**src/rtl/dadd_pkg.sv**
```systemverilog
// rtl/dadd_pkg.sv - field map, op encoding and result function for the data-add pipe
// Contents:
//   DADD_*_BIT / DADD_ADDEND_*  bit positions inside the 32-bit reg_value word
//   dadd_op_e                   add/subtract selector
//   dadd_calc()                 one beat's result from (data, cfg, data width)
// Build option: DADD_PIPE_SAT_EN enables saturation on carry/borrow.
package dadd_pkg;

  localparam int unsigned DADD_EN_BIT     = 0;
  localparam int unsigned DADD_OP_BIT     = 1;
  localparam int unsigned DADD_SAT_BIT    = 2;
  localparam int unsigned DADD_ADDEND_LSB = 3;
  localparam int unsigned DADD_ADDEND_W   = 7;

  // Widest data path the shared function supports.
  localparam int unsigned DADD_MAX_DW = 64;

  typedef enum logic {
    DADD_OP_ADD = 1'b0,
    DADD_OP_SUB = 1'b1
  } dadd_op_e;

  typedef logic [DADD_MAX_DW-1:0] dadd_word_t;
  typedef logic [DADD_MAX_DW:0]   dadd_wide_t;

  // data must be zero above bit dw-1. The arithmetic keeps one extra bit
  // so a carry out of the dw-bit field is visible before masking.
  function automatic dadd_word_t dadd_calc(input dadd_word_t  data,
                                           input logic [31:0] cfg,
                                           input int unsigned dw);
    dadd_wide_t mask;
    dadd_wide_t addend;
    dadd_wide_t res;
    dadd_op_e   op;
    mask   = {(DADD_MAX_DW+1){1'b1}} >> (DADD_MAX_DW + 1 - dw);
    addend = '0;
    addend[DADD_ADDEND_W-1:0] = cfg[DADD_ADDEND_LSB +: DADD_ADDEND_W];
    op     = dadd_op_e'(cfg[DADD_OP_BIT]);
    if (!cfg[DADD_EN_BIT]) begin
      res = {1'b0, data};
    end else if (op == DADD_OP_ADD) begin
      res = {1'b0, data} + addend;
    end else begin
      res = {1'b0, data} - addend;
    end
`ifdef DADD_PIPE_SAT_EN
    if (cfg[DADD_EN_BIT] && cfg[DADD_SAT_BIT]) begin
      if (op == DADD_OP_ADD && (res & ~mask) != '0) begin
        res = mask;
      end else if (op == DADD_OP_SUB && {1'b0, data} < addend) begin
        res = '0;
      end
    end
`endif
    res = res & mask;
    return res[DADD_MAX_DW-1:0];
  endfunction

endpackage

```
**src/rtl/dadd_fifo.sv**
```systemverilog
// rtl/dadd_fifo.sv - synchronous FIFO with occupancy count
// Ports:
//   clk, rst      rising-edge clock, synchronous active-high reset (flushes all)
//   push, wdata   write one entry (ignored when full with no simultaneous pop)
//   pop           remove head (ignored when empty)
//   rdata         head entry; holds the last popped entry while empty
//   level         number of stored entries, 0..DEPTH
module dadd_fifo #(
  parameter int unsigned WIDTH = 64,
  parameter int unsigned DEPTH = 4
) (
  input  logic                     clk,
  input  logic                     rst,
  input  logic                     push,
  input  logic [WIDTH-1:0]         wdata,
  input  logic                     pop,
  output logic [WIDTH-1:0]         rdata,
  output logic [$clog2(DEPTH):0]   level
);

  localparam int unsigned PW = $clog2(DEPTH);
  localparam int unsigned LW = PW + 1;

  logic [WIDTH-1:0] mem_q [DEPTH];
  logic [WIDTH-1:0] mem_d [DEPTH];
  logic [PW-1:0]    wr_ptr_q, wr_ptr_d;
  logic [PW-1:0]    rd_ptr_q, rd_ptr_d;
  logic [LW-1:0]    level_q, level_d;
  logic [WIDTH-1:0] last_q, last_d;
  logic             do_push, do_pop;

  always_comb begin
    mem_d    = mem_q;
    wr_ptr_d = wr_ptr_q;
    rd_ptr_d = rd_ptr_q;
    level_d  = level_q;
    last_d   = last_q;
    do_pop   = pop && (level_q != '0);
    do_push  = push && ((level_q != LW'(DEPTH)) || do_pop);
    if (do_push) begin
      mem_d[wr_ptr_q] = wdata;
      wr_ptr_d        = wr_ptr_q + 1'b1;
    end
    if (do_pop) begin
      rd_ptr_d = rd_ptr_q + 1'b1;
      last_d   = mem_q[rd_ptr_q];
    end
    case ({do_push, do_pop})
      2'b10:   level_d = level_q + 1'b1;
      2'b01:   level_d = level_q - 1'b1;
      default: level_d = level_q;
    endcase
  end

  always_ff @(posedge clk) begin
    if (rst) begin
      mem_q    <= '{default: '0};
      wr_ptr_q <= '0;
      rd_ptr_q <= '0;
      level_q  <= '0;
      last_q   <= '0;
    end else begin
      mem_q    <= mem_d;
      wr_ptr_q <= wr_ptr_d;
      rd_ptr_q <= rd_ptr_d;
      level_q  <= level_d;
      last_q   <= last_d;
    end
  end

  // Once empty, show the entry that just left rather than a stale slot.
  assign rdata = (level_q != '0) ? mem_q[rd_ptr_q] : last_q;
  assign level = level_q;

endmodule

```
**src/rtl/dadd_data_pipe.sv**
```systemverilog
// rtl/dadd_data_pipe.sv - flow-controlled add/subtract stage feeding an output FIFO
// Ports:
//   clk, rst                 rising-edge clock, synchronous active-high reset
//   in_valid/in_ready        input handshake; in_data, in_addr carried with the beat
//   reg_value                per-beat config sampled at accept:
//                            [0] enable, [1] op (0 add, 1 sub), [2] saturate, [9:3] addend
//   out_valid/out_ready      output handshake; out_data, out_addr are the FIFO head
//   level                    FIFO occupancy
// Build option: DADD_PIPE_SAT_EN builds saturation; otherwise results always wrap.
module dadd_data_pipe
  import dadd_pkg::*;
#(
  parameter int unsigned LOC_AWIDTH = 32,
  parameter int unsigned LOC_DWIDTH = 32,
  parameter int unsigned FIFO_DEPTH = 4
) (
  input  logic                          clk,
  input  logic                          rst,
  input  logic                          in_valid,
  output logic                          in_ready,
  input  logic [LOC_DWIDTH-1:0]         in_data,
  input  logic [LOC_AWIDTH-1:0]         in_addr,
  input  logic [31:0]                   reg_value,
  output logic                          out_valid,
  input  logic                          out_ready,
  output logic [LOC_DWIDTH-1:0]         out_data,
  output logic [LOC_AWIDTH-1:0]         out_addr,
  output logic [$clog2(FIFO_DEPTH):0]   level
);

  localparam int unsigned LW = $clog2(FIFO_DEPTH) + 1;
  localparam int unsigned FW = LOC_AWIDTH + LOC_DWIDTH;

  logic                  stg_v_q, stg_v_d;
  logic [LOC_DWIDTH-1:0] stg_data_q, stg_data_d;
  logic [LOC_AWIDTH-1:0] stg_addr_q, stg_addr_d;

  logic                  accept;
  logic [LW-1:0]         credit_used;
  dadd_word_t            data_ext;
  dadd_word_t            calc_full;
  logic [FW-1:0]         fifo_rdata;

  // A beat in the stage register has already claimed a FIFO slot, so it
  // counts against the credit limit. Only registered state feeds this.
  assign credit_used = level + LW'(stg_v_q);
  assign in_ready    = !rst && (credit_used < LW'(FIFO_DEPTH));
  assign accept      = in_valid && in_ready;

  always_comb begin
    data_ext                 = '0;
    data_ext[LOC_DWIDTH-1:0] = in_data;
    calc_full                = dadd_calc(data_ext, reg_value, LOC_DWIDTH);
  end

  generate
    if (LOC_DWIDTH < DADD_MAX_DW) begin : g_hi
      logic calc_hi_unused;
      assign calc_hi_unused = ^calc_full[DADD_MAX_DW-1:LOC_DWIDTH];
    end
  endgenerate

  always_comb begin
    stg_v_d    = accept;
    stg_data_d = stg_data_q;
    stg_addr_d = stg_addr_q;
    if (accept) begin
      stg_data_d = calc_full[LOC_DWIDTH-1:0];
      stg_addr_d = in_addr;
    end
  end

  always_ff @(posedge clk) begin
    if (rst) begin
      stg_v_q    <= 1'b0;
      stg_data_q <= '0;
      stg_addr_q <= '0;
    end else begin
      stg_v_q    <= stg_v_d;
      stg_data_q <= stg_data_d;
      stg_addr_q <= stg_addr_d;
    end
  end

  dadd_fifo #(
    .WIDTH (FW),
    .DEPTH (FIFO_DEPTH)
  ) u_fifo (
    .clk   (clk),
    .rst   (rst),
    .push  (stg_v_q),
    .wdata ({stg_addr_q, stg_data_q}),
    .pop   (out_valid && out_ready),
    .rdata (fifo_rdata),
    .level (level)
  );

  assign out_valid = (level != '0);
  assign out_data  = fifo_rdata[LOC_DWIDTH-1:0];
  assign out_addr  = fifo_rdata[FW-1:LOC_DWIDTH];

endmodule

```
**config.mk**
```make
export PLATFORM = sky130hd
export DESIGN_NAME = dadd_data_pipe
export DESIGN_NICKNAME = d
export VERILOG_FILES = /design/src/rtl/dadd_pkg.sv /design/src/rtl/dadd_fifo.sv /design/src/rtl/dadd_data_pipe.sv
export SDC_FILE = /design/constraint.sdc
export NUM_CORES = 1
export LEC_CHECK = 0
export CAP_MARGIN = 25
export CORE_AREA = 2 2 179 181
export CTS_CLUSTER_SIZE = 28
export DETAILED_ROUTE_END_ITERATION = 7
export DIE_AREA = 0 0 181 183
export MAX_ROUTING_LAYER = met4
export PLACE_DENSITY_LB_ADDON = 0.25
export SKIP_CTS_REPAIR_TIMING = 1
export SYNTH_ARGS = -nofsm -noshare
export SYNTH_HDL_FRONTEND = slang
export SYNTH_SLANG_ARGS = --single-unit
```
**constraint.sdc**
```tcl
create_clock -name clk -period 4 [get_ports clk]
set_clock_uncertainty 0.1 [all_clocks]
set_input_delay 0.6 -clock clk [delete_from_list [all_inputs] [get_ports clk]]
set_output_delay 0.6 -clock clk [all_outputs]
set_load 0.02 [all_outputs]
```
==> results.yml <==
drt:
  drc: 0
  first_iter_violations: 1355
  overall_via_count_from_detail_route: 15792
  dr.pass1.iters: 6
  detail-route-antenna-nets: 0
  postRouteWirelength_microns: 48000
  drt-vias-per-instance: 5.86
  avgRoutedWirePerCell_microns: 17.8
global_routing:
  grt_use_met1_pct: 36.9
  antenna_found_initial: 0
  global_route.usage.total_pct: 29.6
  grt_busiest_layer: "met2"
  grt_util_met3_pct: 2.68
  grt_first_pass_wirelength_microns: 78200
  first_global_vias: 15502
  globalRoute.totalOverflow: 0
  largest_net_degree_at_the_start_of_global_routing: 232
  grt_use_met2_pct: 50.7
floorplanning:
  dieWidth_microns: 181
  initial_utilization_pct: 57.2
  core_box_area_sq_um: 31200
  die_h_microns: 183
  num_rows: 65
  num_io_pins: 169
  die_area_sq_um: 33100
logic_synthesis:
  postSynth.asyncResetShare_pct: 0
  synthesis.instances: 2149
  synth_sequential_area_ratio_pct: 43.9
  synth_area_per_cell_sq_um: 8.32
  postSynthNetCount: 2291
  synth_top_flop_cell: "sky130_fd_sc_hd__dfxtp_1"
  synthesis.area_sq_um: 17900
  distinct_cell_type_count_of_the_synthesized_netlist: 61
  ys_ff_latch: 392
  count_of_flip_flops_with_a_built_in_enable_after_synthesis: 0
  yosysWarnings: 0
cts:
  cts_tree: "yes"
  cts_inserted_buffers: 39
  cts-root-to-sink-buffers: 3
  clk_pin_slew_worst_paths_ps: 60
  root_buffer: "sky130_fd_sc_hd__clkbuf_16"
  cts.htree.levels: 2
  cts.sink_count: 392
  clk-insertion-delay-late_ps: 520
critical_path:
  arrival_ps: 4010
  critical_path.max_fanout: 2
  critical_path.startpoint_type: "primary input"
  path_delay_family: "compound AO/OA/AOI/OAI gates"
  cp_slowest_cell: "sky130_fd_sc_hd__a311oi_1"
  cp_buf_inv_count: 2
  max_stage_delay_ps: 440
  cp.required_ps: 4310
  cells_traversed_along_the_worst_timing_path: "clkdlybuf4s50_1, nor4_1, and2_1, ha_1, mux2i_1, ha_1, a21oi_1, o21ai_1, a2111oi_0, buf_4, a211oi_1, a311oi_1, o41ai_1, xnor2_1, o21ai_1"
  crit_path_end_kind: "register"
  path_class: "primary input to register"
timing:
  report.final.hold_viol_count: 0
  max_slew_margin_pct: 27.6
  timing.final.ws_setup_ps: 297
  final-max-slew-violation-count: 0
  period_share_pct: 92.6
  unrepaired_setup_endpoints_after_global_routing: "false"
  tightestPinTransition_ps: 1090
  finalSetupViolCount: 0
  final.hold.worst_slack_ps: 340
  post-route-min-period_ps: 3700
  max_clock_freq_mhz: 270
place:
  gp_congestion: 0.906
  port_buffers: 145
  detailed_place.area_sq_um: 20000
  dpl.hpwl_microns: 30100
  pre_cts_slack_ps: -194
power_and_ir_drop:
  total_leakage_power_nw: 7.50
  total_switching_power_w: 0.00303
  worst_ir_drop_vdd_v: 0.000408
  switching_share_pct: 29.4
  clockPowerShare_pct: 36.6
  power_density_nw_per_um2: 483
  share_comb_of_total_power_pct: 22.9
  p_seq_share_pct: 40.5
  power.internal_w: 0.00728
run_status:
  outcome: "finished, final reports clean"
flow_run:
  timing.max_cap.violations: 0
layout:
  layout.cell_area.non_filler_sq_um: 21400
  finish.net_count: 2406
  post_route_cells_drive_above_1_share_pct: 13.3
  postLayoutCoreUtil_pct: 68.4
  antenna_cells: 0
  area_growth_pct: 19.4
worst_hold_path:
  min_path_type: "primary input to register"
==> layout by cell type, fill, tap and decap left out, types with 16 or more instances in the layout <==
cell / instances
sky130_fd_sc_hd__a21oi_1: 409
sky130_fd_sc_hd__a21o_1: 19
sky130_fd_sc_hd__a211oi_1: 16
sky130_fd_sc_hd__inv_1: 19
sky130_fd_sc_hd__o21ai_0: 19
sky130_fd_sc_hd__buf_4: 81
sky130_fd_sc_hd__xnor2_1: 25
sky130_fd_sc_hd__ha_1: 40
sky130_fd_sc_hd__clkdlybuf4s50_1: 144
sky130_fd_sc_hd__clkbuf_16: 41
sky130_fd_sc_hd__nand2_1: 734
sky130_fd_sc_hd__mux4_2: 64
sky130_fd_sc_hd__nor2_1: 35
sky130_fd_sc_hd__mux2_2: 64
sky130_fd_sc_hd__dfxtp_1: 390
==> per-layer routing <==
| layer | share of wire [%] | vias to the layer above |
|---|---|---|
| met4 | 2.6 | 0 |
| met2 | 50 | 549 |
| li1 | - | 7557 |
| met5 | 0 | - |
| met3 | 5.6 | 85 |
| met1 | 42 | 7601 |
==> sequential cells by signal (all words and copies together) (netlist names) <==
name	flops
stg_v_q	1
stg_data_q	32
u_fifo.last_q	64
u_fifo.mem_q	256
u_fifo.wr_ptr_q	2
u_fifo.level	3
u_fifo.rd_ptr_q	2
stg_addr_q	32
==> cells in the mapped netlist, drive strengths merged (8+ instances only) <==
cell type | instances | area, sq um
a21oi | 411 | 2060
xnor2 | 25 | 219
clkbuf | 135 | 507
buf | 24 | 100
nand2 | 740 | 2780
mux4 | 64 | 1440
nand3 | 9 | 50.1
o21ai | 31 | 166
inv | 21 | 78.8
mux2i | 13 | 130
xor2 | 10 | 87.6
a211oi | 16 | 120
a21o | 19 | 143
nor2 | 35 | 131
and3 | 10 | 67.6
a31oi | 8 | 50.1
nor3 | 12 | 65.1
mux2 | 65 | 736
dfxtp | 392 | 7850
ha | 40 | 500
==> power by group through the flow <==
stage               Sequential [W]  Combinational [W]  Clock [W]
floorplan                  0.00422            0.00159          0
global placement           0.00424            0.00233          0
detailed placement         0.00425            0.00236          0
CTS                        0.00417            0.00237    0.00380
global route               0.00419            0.00255    0.00396
finish                     0.00417            0.00237    0.00377
==> through the flow <==
stage	setup TNS [ps]	cells	power (W)
floorplan	0	2149	0.00581
global placement	-302	2625	0.00658
detailed placement	-1150	2625	0.00661
CTS	0	2695	0.0103
global route	0	2695	0.0107
finish	0	2695	0.0103
==> path summary, 6_finish.rpt <==
path	start	endpoint	slack (ps)	cells past startpoint
setup reg to reg	u_fifo.level[2]	u_fifo.level[2]	1240	9
setup / recovery	reg_value[8]	stg_data_q[29]	300	15
hold reg to reg	u_fifo.mem_q[88]	u_fifo.mem_q[88]	350	2
hold / removal	rst	u_fifo.mem_q[154]	340	2
==> area by class of cell <==
class | count | area [sq um]
Sequential cell | 392 | 7850
Fill cell | 2522 | 9880
Inverter | 21 | 78.8
Clock buffer | 63 | 1200
Clock inverter | 7 | 138
Tap cell | 402 | 503
Multi-Input combinational cell | 1577 | 9380
Timing Repair Buffer | 233 | 2200
==> cells by family (layout without fill, tap and decap cells) <==
family / after synthesis / count (layout) / synth area share (%)
xor+xnor: 35 / 35 / 1.71
mux: 142 / 142 / 12.9
buf+inv: 180 / 324 / 3.84
flops: 392 / 392 / 43.9
compound gates: 524 / 524 / 16.3
fa+ha+maj: 42 / 42 / 3.02
simple gates: 834 / 834 / 18.3
==> worst register-to-register path: cells and delay by family (launching register included) <==
kind | cells | cell delay, ps
simple gates | 1 | 340
buf+inv | 3 | 310
xor+xnor | 1 | 160
fa+ha+maj | 2 | 550
flops | 1 | 410
compound gates | 2 | 810
Power figures use the tool's default switching activity.
